### config.mk
export PLATFORM = sky130hd
export DESIGN_NAME = dcache_ctrl
export DESIGN_NICKNAME = d
export VERILOG_FILES = /design/src/rtl/dcache_ctrl.sv
export SDC_FILE = /design/constraint.sdc
export NUM_CORES = 1
export LEC_CHECK = 0
export ABC_CLOCK_PERIOD_IN_PS = 6100
export CAP_MARGIN = 10
export CELL_PAD_IN_SITES_DETAIL_PLACEMENT = 1
export CELL_PAD_IN_SITES_GLOBAL_PLACEMENT = 2
export CORE_MARGIN = 3
export CORE_UTILIZATION = 28
export CTS_CLUSTER_SIZE = 16
export DETAILED_ROUTE_END_ITERATION = 12
export GPL_ROUTABILITY_DRIVEN = 0
export PLACE_DENSITY_LB_ADDON = 0.1
export SETUP_SLACK_MARGIN = 0.3
export SKIP_LAST_GASP = 1
export SYNTH_ARGS = -nofsm -noshare
export SYNTH_HDL_FRONTEND = slang
export SYNTH_SLANG_ARGS = --single-unit
### constraint.sdc
create_clock -name clk -period 6.1 [get_ports clk]
set_clock_uncertainty 0.15 [all_clocks]
set_input_delay 1.22 -clock clk [delete_from_list [all_inputs] [get_ports clk]]
set_output_delay 1.22 -clock clk [all_outputs]
set_load 0.02 [all_outputs]
### src/rtl/dcache_ctrl.sv
// Controller FSM for a direct-mapped write-back data cache (tag-array responder, memory sequencer).
// Latency: hits complete in the request cycle; misses stall for WRITE_BACK + ALLOCATE wait + fill + UPDATE.
// Backpressure: stall holds the core while a miss is serviced; memory handshakes via level requests and a mem_ready pulse.
module dcache_ctrl #(
  parameter int IDX    = 12,
  parameter int TAG    = 9,
  parameter int OFF    = 4,
  parameter int ADDR_W = TAG + IDX + OFF
) (
  input  logic              clk,
  input  logic              rst,
  input  logic              cpu_read,
  input  logic              cpu_write,
  input  logic [ADDR_W-1:0] cpu_addr,
  input  logic              hit,
  input  logic              dirty,
  input  logic [TAG-1:0]    victim_tag,
  input  logic              mem_ready,
  output logic              stall,
  output logic [IDX-1:0]    index,
  output logic [TAG-1:0]    tag_in,
  output logic              replace_tag,
  output logic              valid_in,
  output logic              dirty_in,
  output logic              data_we,
  output logic              fill_we,
  output logic              mem_read,
  output logic              mem_write,
  output logic [ADDR_W-1:0] mem_addr
);

  typedef enum logic [1:0] {IDLE, WRITE_BACK, ALLOCATE, UPDATE} state_t;

  state_t               state;
  logic [TAG+IDX-1:0]   miss_addr;  // {tag, index} of the line being serviced
  logic [TAG-1:0]       wb_tag;     // tag of the dirty victim being written back

  logic                 cpu_req;
  logic [TAG-1:0]       cpu_tag;
  logic [IDX-1:0]       cpu_idx;
  logic                 unused_offset;

  assign cpu_req       = cpu_read | cpu_write;
  assign cpu_tag       = cpu_addr[ADDR_W-1 -: TAG];
  assign cpu_idx       = cpu_addr[OFF +: IDX];
  // Byte offset only selects a word inside the line; the controller works on whole lines.
  assign unused_offset = ^cpu_addr[OFF-1:0];

  // State sequencing and capture of the miss line and victim tag at detection time.
  always_ff @(posedge clk or posedge rst) begin
    if (rst) begin
      state     <= IDLE;
      miss_addr <= '0;
      wb_tag    <= '0;
    end else begin
      case (state)
        IDLE: begin
          if (cpu_req && !hit) begin
            miss_addr <= cpu_addr[ADDR_W-1:OFF];
            wb_tag    <= victim_tag;
            state     <= dirty ? WRITE_BACK : ALLOCATE;
          end
        end
        WRITE_BACK: if (mem_ready) state <= ALLOCATE;
        ALLOCATE:   if (mem_ready) state <= UPDATE;
        UPDATE:     state <= IDLE;
        default:    state <= IDLE;
      endcase
    end
  end

  // Output decode; while rst is high every strobe and request is forced low.
  always_comb begin
    stall       = 1'b0;
    replace_tag = 1'b0;
    valid_in    = 1'b0;
    dirty_in    = 1'b0;
    data_we     = 1'b0;
    fill_we     = 1'b0;
    mem_read    = 1'b0;
    mem_write   = 1'b0;
    mem_addr    = '0;
    // Once a miss is latched the core address is no longer trusted for indexing.
    index       = (state == IDLE) ? cpu_idx : miss_addr[IDX-1:0];
    tag_in      = (state == IDLE) ? cpu_tag : miss_addr[TAG+IDX-1:IDX];
    if (!rst) begin
      case (state)
        IDLE: begin
          if (cpu_req && hit && cpu_write) begin
            data_we     = 1'b1;
            replace_tag = 1'b1;
            valid_in    = 1'b1;
            dirty_in    = 1'b1;
          end else if (cpu_req && !hit) begin
            stall = 1'b1;
          end
        end
        WRITE_BACK: begin
          stall     = 1'b1;
          mem_write = 1'b1;
          mem_addr  = {wb_tag, index, {OFF{1'b0}}};
        end
        ALLOCATE: begin
          stall    = 1'b1;
          mem_read = 1'b1;
          mem_addr = {tag_in, index, {OFF{1'b0}}};
          if (mem_ready) begin
            fill_we     = 1'b1;
            replace_tag = 1'b1;
            valid_in    = 1'b1;
          end
        end
        UPDATE: stall = 1'b1;
        default: stall = 1'b0;
      endcase
    end
  end

endmodule

==> results_dict.tcl, run 1 <==
set metrics [dict create \
    htreeDepth 2 \
    vias 1507 \
    wl_um 5260 \
    setup_viol 0 \
    clk_latency_ps 270 \
    grtUsageTotal_pct 13.0 \
    r2r_setup_slack_ps 3340 \
    grt_pass1_vias 1731 \
    setup_tns_ps 0 \
    synth_seq_cells 32 \
    min_path_type "reg2reg" \
    tritoncts "yes" \
    min_period_ps 4630 \
    cp_data_arrival_time_ps 3260 \
    path_clk_slew_ps 60 \
    rsz0062_at_grt "false" \
    core-area_um2 7020 \
    viasPerCell 4.47 \
    die_area_um2 8510 \
    final.period_utilization_pct 75.9 \
    post_cts_resized 0 \
    start_util_pct 29.7 \
    portBuffers 86 \
    cpMaxStageDelayCell "clkdlybuf4s50_1" \
    drc 0 \
    grt_max_degree 33 \
    maxCapViolCount 0 \
    ant_nets 0 \
    path_class "in2out" \
    layout_commonest_cell "clkdlybuf4s50_1" \
    cp_slowest_stage_delay_ps 610 \
    area_growth_pct 46.0 \
    power.density_nw_per_um2 549 \
    cp-start-kind "input port" \
    crit_path_max_fanout 12 \
    p_leak_nw 1.31 \
    end_kind "output port" \
    stdcell_count 337 \
    cts_hold_buffers 0 \
    final_hold_viol_count 0 \
    syn_avg_cell_area_um2 13.1 \
    worst_ep_required_time_ps 4730 \
    post-route-util_pct 43.3 \
    tightest_slew_ps 1060 \
    relSlewSlack_pct 29.3 \
    clock_path_buffers 2 \
    slew_viol_final 0 \
    io_pins 95 \
    drive_above_1_share_pct 28.6 \
    num_rows 30 \
    crit_top_cell "clkdlybuf4s50_1" \
    finalInstanceArea_um2 3040 \
    netlist_area_um2 2080 \
    clkSinkCount 32 \
    power_mw 1.67 \
    first_iter_violations 28 \
    die_width_um 92.3 \
    ys_seq_area_share_pct 38.4 \
    synthCells 159 \
    cpLargestDelayFamily "buffers and inverters" \
    grt_pass1_wl_um 8820 \
    cts_buffers 5 \
    postCtsSetupRepairBufs 0 \
    final_cell_mix "clkdlybuf4s50_1 (86), mux2_4 (33), dfrtp_1 (32)" \
    dp_cells 330 \
    diodes 0 \
    dpl-instance-area_um2 2950 \
    grt-ovfl-total 0 \
    drtPass1Iterations 4 \
    max_clock_freq_mhz 216 \
    cts_root_buffer "clkbuf_8" \
    yosys_warnings 0 \
    nets 286 \
    grt_antenna_before_repair 0 \
    worstPathCellList "clkdlybuf4s50_1 > nand2b_1 > o21bai_4 > nor2b_1 > clkdlybuf4s50_1" \
    status "completed" \
    critPathBufInv 2 \
    max-vdd-ir-drop_mv 0.197 \
    synthDistinctLibCells 31 \
    dp_hpwl_um 3770 \
    die_h_um 92.3 \
    wl_per_cell_um 15.6 \
]
[cells in the mapped netlist]
master / count / area share (%)
and4_1: 1 / 0.42
o21bai_1: 2 / 0.72
and2_1: 1 / 0.30
buf_6: 8 / 4.3
nor3b_1: 1 / 0.36
nor2b_4: 2 / 1.3
buf_4: 6 / 2.2
o21bai_4: 1 / 0.90
dfrtp_1: 32 / 38
nor2_1: 9 / 1.6
nor3_1: 1 / 0.24
buf_2: 2 / 0.48
a22oi_1: 6 / 2.2
a2bb2oi_1: 1 / 0.42
inv_1: 3 / 0.54
nand2b_1: 2 / 0.60
nand2_1: 1 / 0.18
mux2_4: 33 / 24
a22oi_2: 3 / 1.8
mux2_2: 18 / 9.7
ha_1: 4 / 2.4
o21ba_2: 1 / 0.48
o22ai_1: 2 / 0.60
or3_1: 1 / 0.30
nand2_2: 1 / 0.30
o21ba_4: 1 / 0.78
and2b_1: 1 / 0.36
or2_1: 1 / 0.30
conb_1: 1 / 0.18
nor2b_1: 11 / 3.3
a21oi_1: 2 / 0.48
[per-layer routing]
| metal | GRT usage, % | share of wire, % |
|---|---|---|
| met1 | 16.7 | 47 |
| met2 | 20.7 | 45 |
| met3 | 4.59 | 7.3 |
| met4 | 3.71 | 0.42 |
| met5 | 0 | 0 |
[final cells by class]
| type | instances | area [um^2] |
|---|---|---|
| fill | 774 | 3980 |
| inverter | 3 | 11.3 |
| tap | 96 | 120 |
| clock buffer | 7 | 96.3 |
| multi-input combinational | 111 | 1140 |
| timing repair buffer | 88 | 876 |
| sequential | 32 | 801 |
[through the flow]
step | setup slack, ps | hold WS (ps)
floorplan | 1910 | 327
global placement | 1400 | 337
detailed placement | 1430 | 342
CTS | 1430 | 363
global route | 1290 | 369
finish | 1470 | 359
[cells by family after synthesis]
group,share of synthesized area (%)
buffers and inverters,7.51
DFF,38.4
other,0.180
adders and majority gates,2.40
and+or+nand+nor,9.61
muxes,33.5
AOI/OAI and AO/OA,8.35
[flip-flops by register name, summed over array words and instances, names as in the netlist]
name and cells:
wb_tag 9, state 2, miss_addr 21
[report_power, final]
group | leakage (nW) | internal (mW) | total (mW) | switching (mW)
Sequential | 0.379 | 0.322 | 0.384 | 0.0616
Clock | 0.0503 | 0.100 | 0.174 | 0.0737
Combinational | 0.881 | 0.610 | 1.11 | 0.501
Total | 1.31 | 1.03 | 1.67 | 0.637
[worst paths after layout]
kind / endpoint / start / depth (start not counted)
setup / recovery: mem_addr[13] / rst / 5
min in group asynchronous: state[0]$_DFFE_PP0P_ / rst / 3
max in group asynchronous: miss_addr[16]$_DFFE_PP0P_ / rst / 3
setup reg to reg: wb_tag[1]$_DFFE_PP0P_ / state[1]$_DFFE_PP0P_ / 5
hold reg to reg: miss_addr[15]$_DFFE_PP0P_ / miss_addr[15]$_DFFE_PP0P_ / 1
hold / removal: miss_addr[15]$_DFFE_PP0P_ / miss_addr[15]$_DFFE_PP0P_ / 1
(Power assumes the default switching activity.)
==> run 2, diff against run 1 <==
Settings changed: ABC_CLOCK_PERIOD_IN_PS 6100 to 4350, CORE_UTILIZATION 28 to 26.
Clock period 6.1 ns to 4.35 ns, I/O delays scaled along.
==> run 2 against run 1 <==
Register-to-register slack lost 1400 ps; sequential power grew 40%; utilization shrank 3.9 points; design area grew 0.78%; combinational power grew 41%; global-route usage shrank 0.53 points; clock power grew 38%; first-iteration DRC count grew 11%; largest cell class unchanged; highest routed layer unchanged.
==> results_dict.tcl, run 2 (synthesized netlist as in run 1, its figures left out) <==
set metrics [dict create \
    setup_viol 0 \
    wl_per_cell_um 15.7 \
    die_h_um 95.5 \
    area_growth_pct 47.1 \
    grt-busiest-layer "met2" \
    cp-start-kind "register" \
    rsz0062_at_grt "false" \
    r2r-start "state[1]$_DFFE_PP0P_" \
    layout_commonest_cell "clkdlybuf4s50_1" \
    final.period_utilization_pct 85.2 \
    dpl-instance-area_um2 2980 \
    cts_hold_buffers 0 \
    path_clk_slew_ps 60 \
    top_register "miss_addr" \
    clkSinkCount 32 \
    top_regs "miss_addr: 21 flops, wb_tag: 9 flops, state: 2 flops" \
    min_path_type "reg2reg" \
    cts_buffers 5 \
    grt-ovfl-total 0 \
    whs_ps 355 \
    final_cell_mix "clkdlybuf4s50_1 (86), mux2_4 (33), dfrtp_1 (32)" \
    clock_path_buffers 2 \
    cp_slowest_stage_delay_ps 550 \
    diodes 0 \
    critPathBufInv 3 \
    die_width_um 95.5 \
    crit_path_max_fanout 22 \
    worst_ep_required_time_ps 3330 \
    die_area_um2 9120 \
    worstPathCellList "inv_1 > ha_1 > buf_4 > mux2_2 > nor2b_1 > clkdlybuf4s50_1" \
    post_cts_resized 0 \
    tightest_slew_ps 704 \
    reg2reg_to "miss_addr[19]$_DFFE_PP0P_" \
    drc 0 \
    use_met3_pct 4.66 \
    dp_cells 339 \
    max-vdd-ir-drop_mv 0.326 \
    grtUsageMet2_pct 18.5 \
    first_iter_violations 31 \
    dp_hpwl_um 3880 \
    max_clock_freq_mhz 270 \
    cpLargestDelayFamily "buffers and inverters" \
    hold_depth 1 \
    min_period_ps 3710 \
    core-area_um2 7770 \
    power.density_nw_per_um2 765 \
    hold_start "miss_addr[20]$_DFFE_PP0P_" \
    power_mw 2.35 \
    dp_slack_ps 651 \
    postCtsSetupRepairBufs 0 \
    ant_nets 0 \
    drtPass1Iterations 4 \
    status "completed" \
    end_kind "output port" \
    cp_data_arrival_time_ps 2690 \
    grt_antenna_before_repair 0 \
    worst-r2r-cell-count 6 \
    nets 289 \
    setup_tns_ps 0 \
    cpMaxStageDelayCell "clkdlybuf4s50_1" \
    maxCapViolCount 0 \
    gr-usage-met1_pct 16.7 \
    grt_pass1_vias 1681 \
    clk_latency_ps 280 \
    finalInstanceArea_um2 3070 \
    start_util_pct 26.8 \
    worstHoldEndpoint "miss_addr[20]$_DFFE_PP0P_" \
    r2r_setup_slack_ps 1940 \
    htreeDepth 2 \
    final_hold_viol_count 0 \
    drive_above_1_share_pct 29.0 \
    fill_cells 840 \
    path_class "reg2out" \
    portBuffers 86 \
    layout_setup_ws_ps 644 \
    tritoncts "yes" \
    multiInputGateArea_um2 1140 \
    relSlewSlack_pct 53.1 \
    slew_viol_final 0 \
    wl_um 5440 \
    p_leak_nw 1.32 \
    num_rows 32 \
    largest_reg_flops 21 \
    seqCellArea_um2 801 \
    stdcell_count 347 \
    cts_root_buffer "clkbuf_8" \
    viasPerCell 4.39 \
    post-route-util_pct 39.5 \
    grtUsageTotal_pct 12.5 \
    grt_pass1_wl_um 8600 \
    io_pins 95 \
    vias 1525 \
    grt_max_degree 33 \
]
-- run 2: worst max path at each step --
stage                          from          end  slack (ps)  cells past startpoint
6_report       state[1]$_DFFE_PP0P_  mem_addr[4]         640                      6
5_1_grt        state[1]$_DFFE_PP0P_  mem_addr[4]         480                      6
4_1_cts        state[1]$_DFFE_PP0P_  mem_addr[4]         600                      6
3_5_place_dp                    rst  mem_addr[5]         650                      5
3_3_place_gp                    rst  mem_addr[5]         660                      5
2_1_floorplan                   rst     valid_in         860                      4
-- run 2: layout make-up --
type	count	area share, %
Multi-Input combinational cell	111	37.1
Inverter	3	0.367
Timing Repair Buffer	91	29.3
Sequential cell	32	26.1
Tap cell	102	4.16
Clock buffer	8	2.94
-- run 2: per-layer routing --
| layer | vias to the layer above | routed length (um) |
|---|---|---|
| li1 | 714 | - |
| met1 | 733 | 2600 |
| met2 | 71 | 2350 |
| met3 | 7 | 428 |
| met4 | 0 | 68 |
| met5 | - | 0 |
-- run 2: worst register-to-register path: cells and delay by family (launching register included) --
family,cells,cell delay (ps)
adders and majority gates,1,400
buffers and inverters,3,780
DFF,1,400
muxes,1,320
and+or+nand+nor,1,240
-- run 2: power breakdown --
group	switching [mW]	total, mW	leakage [nW]	internal (mW)
Clock	0.111	0.240	0.0455	0.129
Combinational	0.708	1.57	0.894	0.860
Sequential	0.0858	0.538	0.379	0.452
Total	0.905	2.35	1.32	1.44
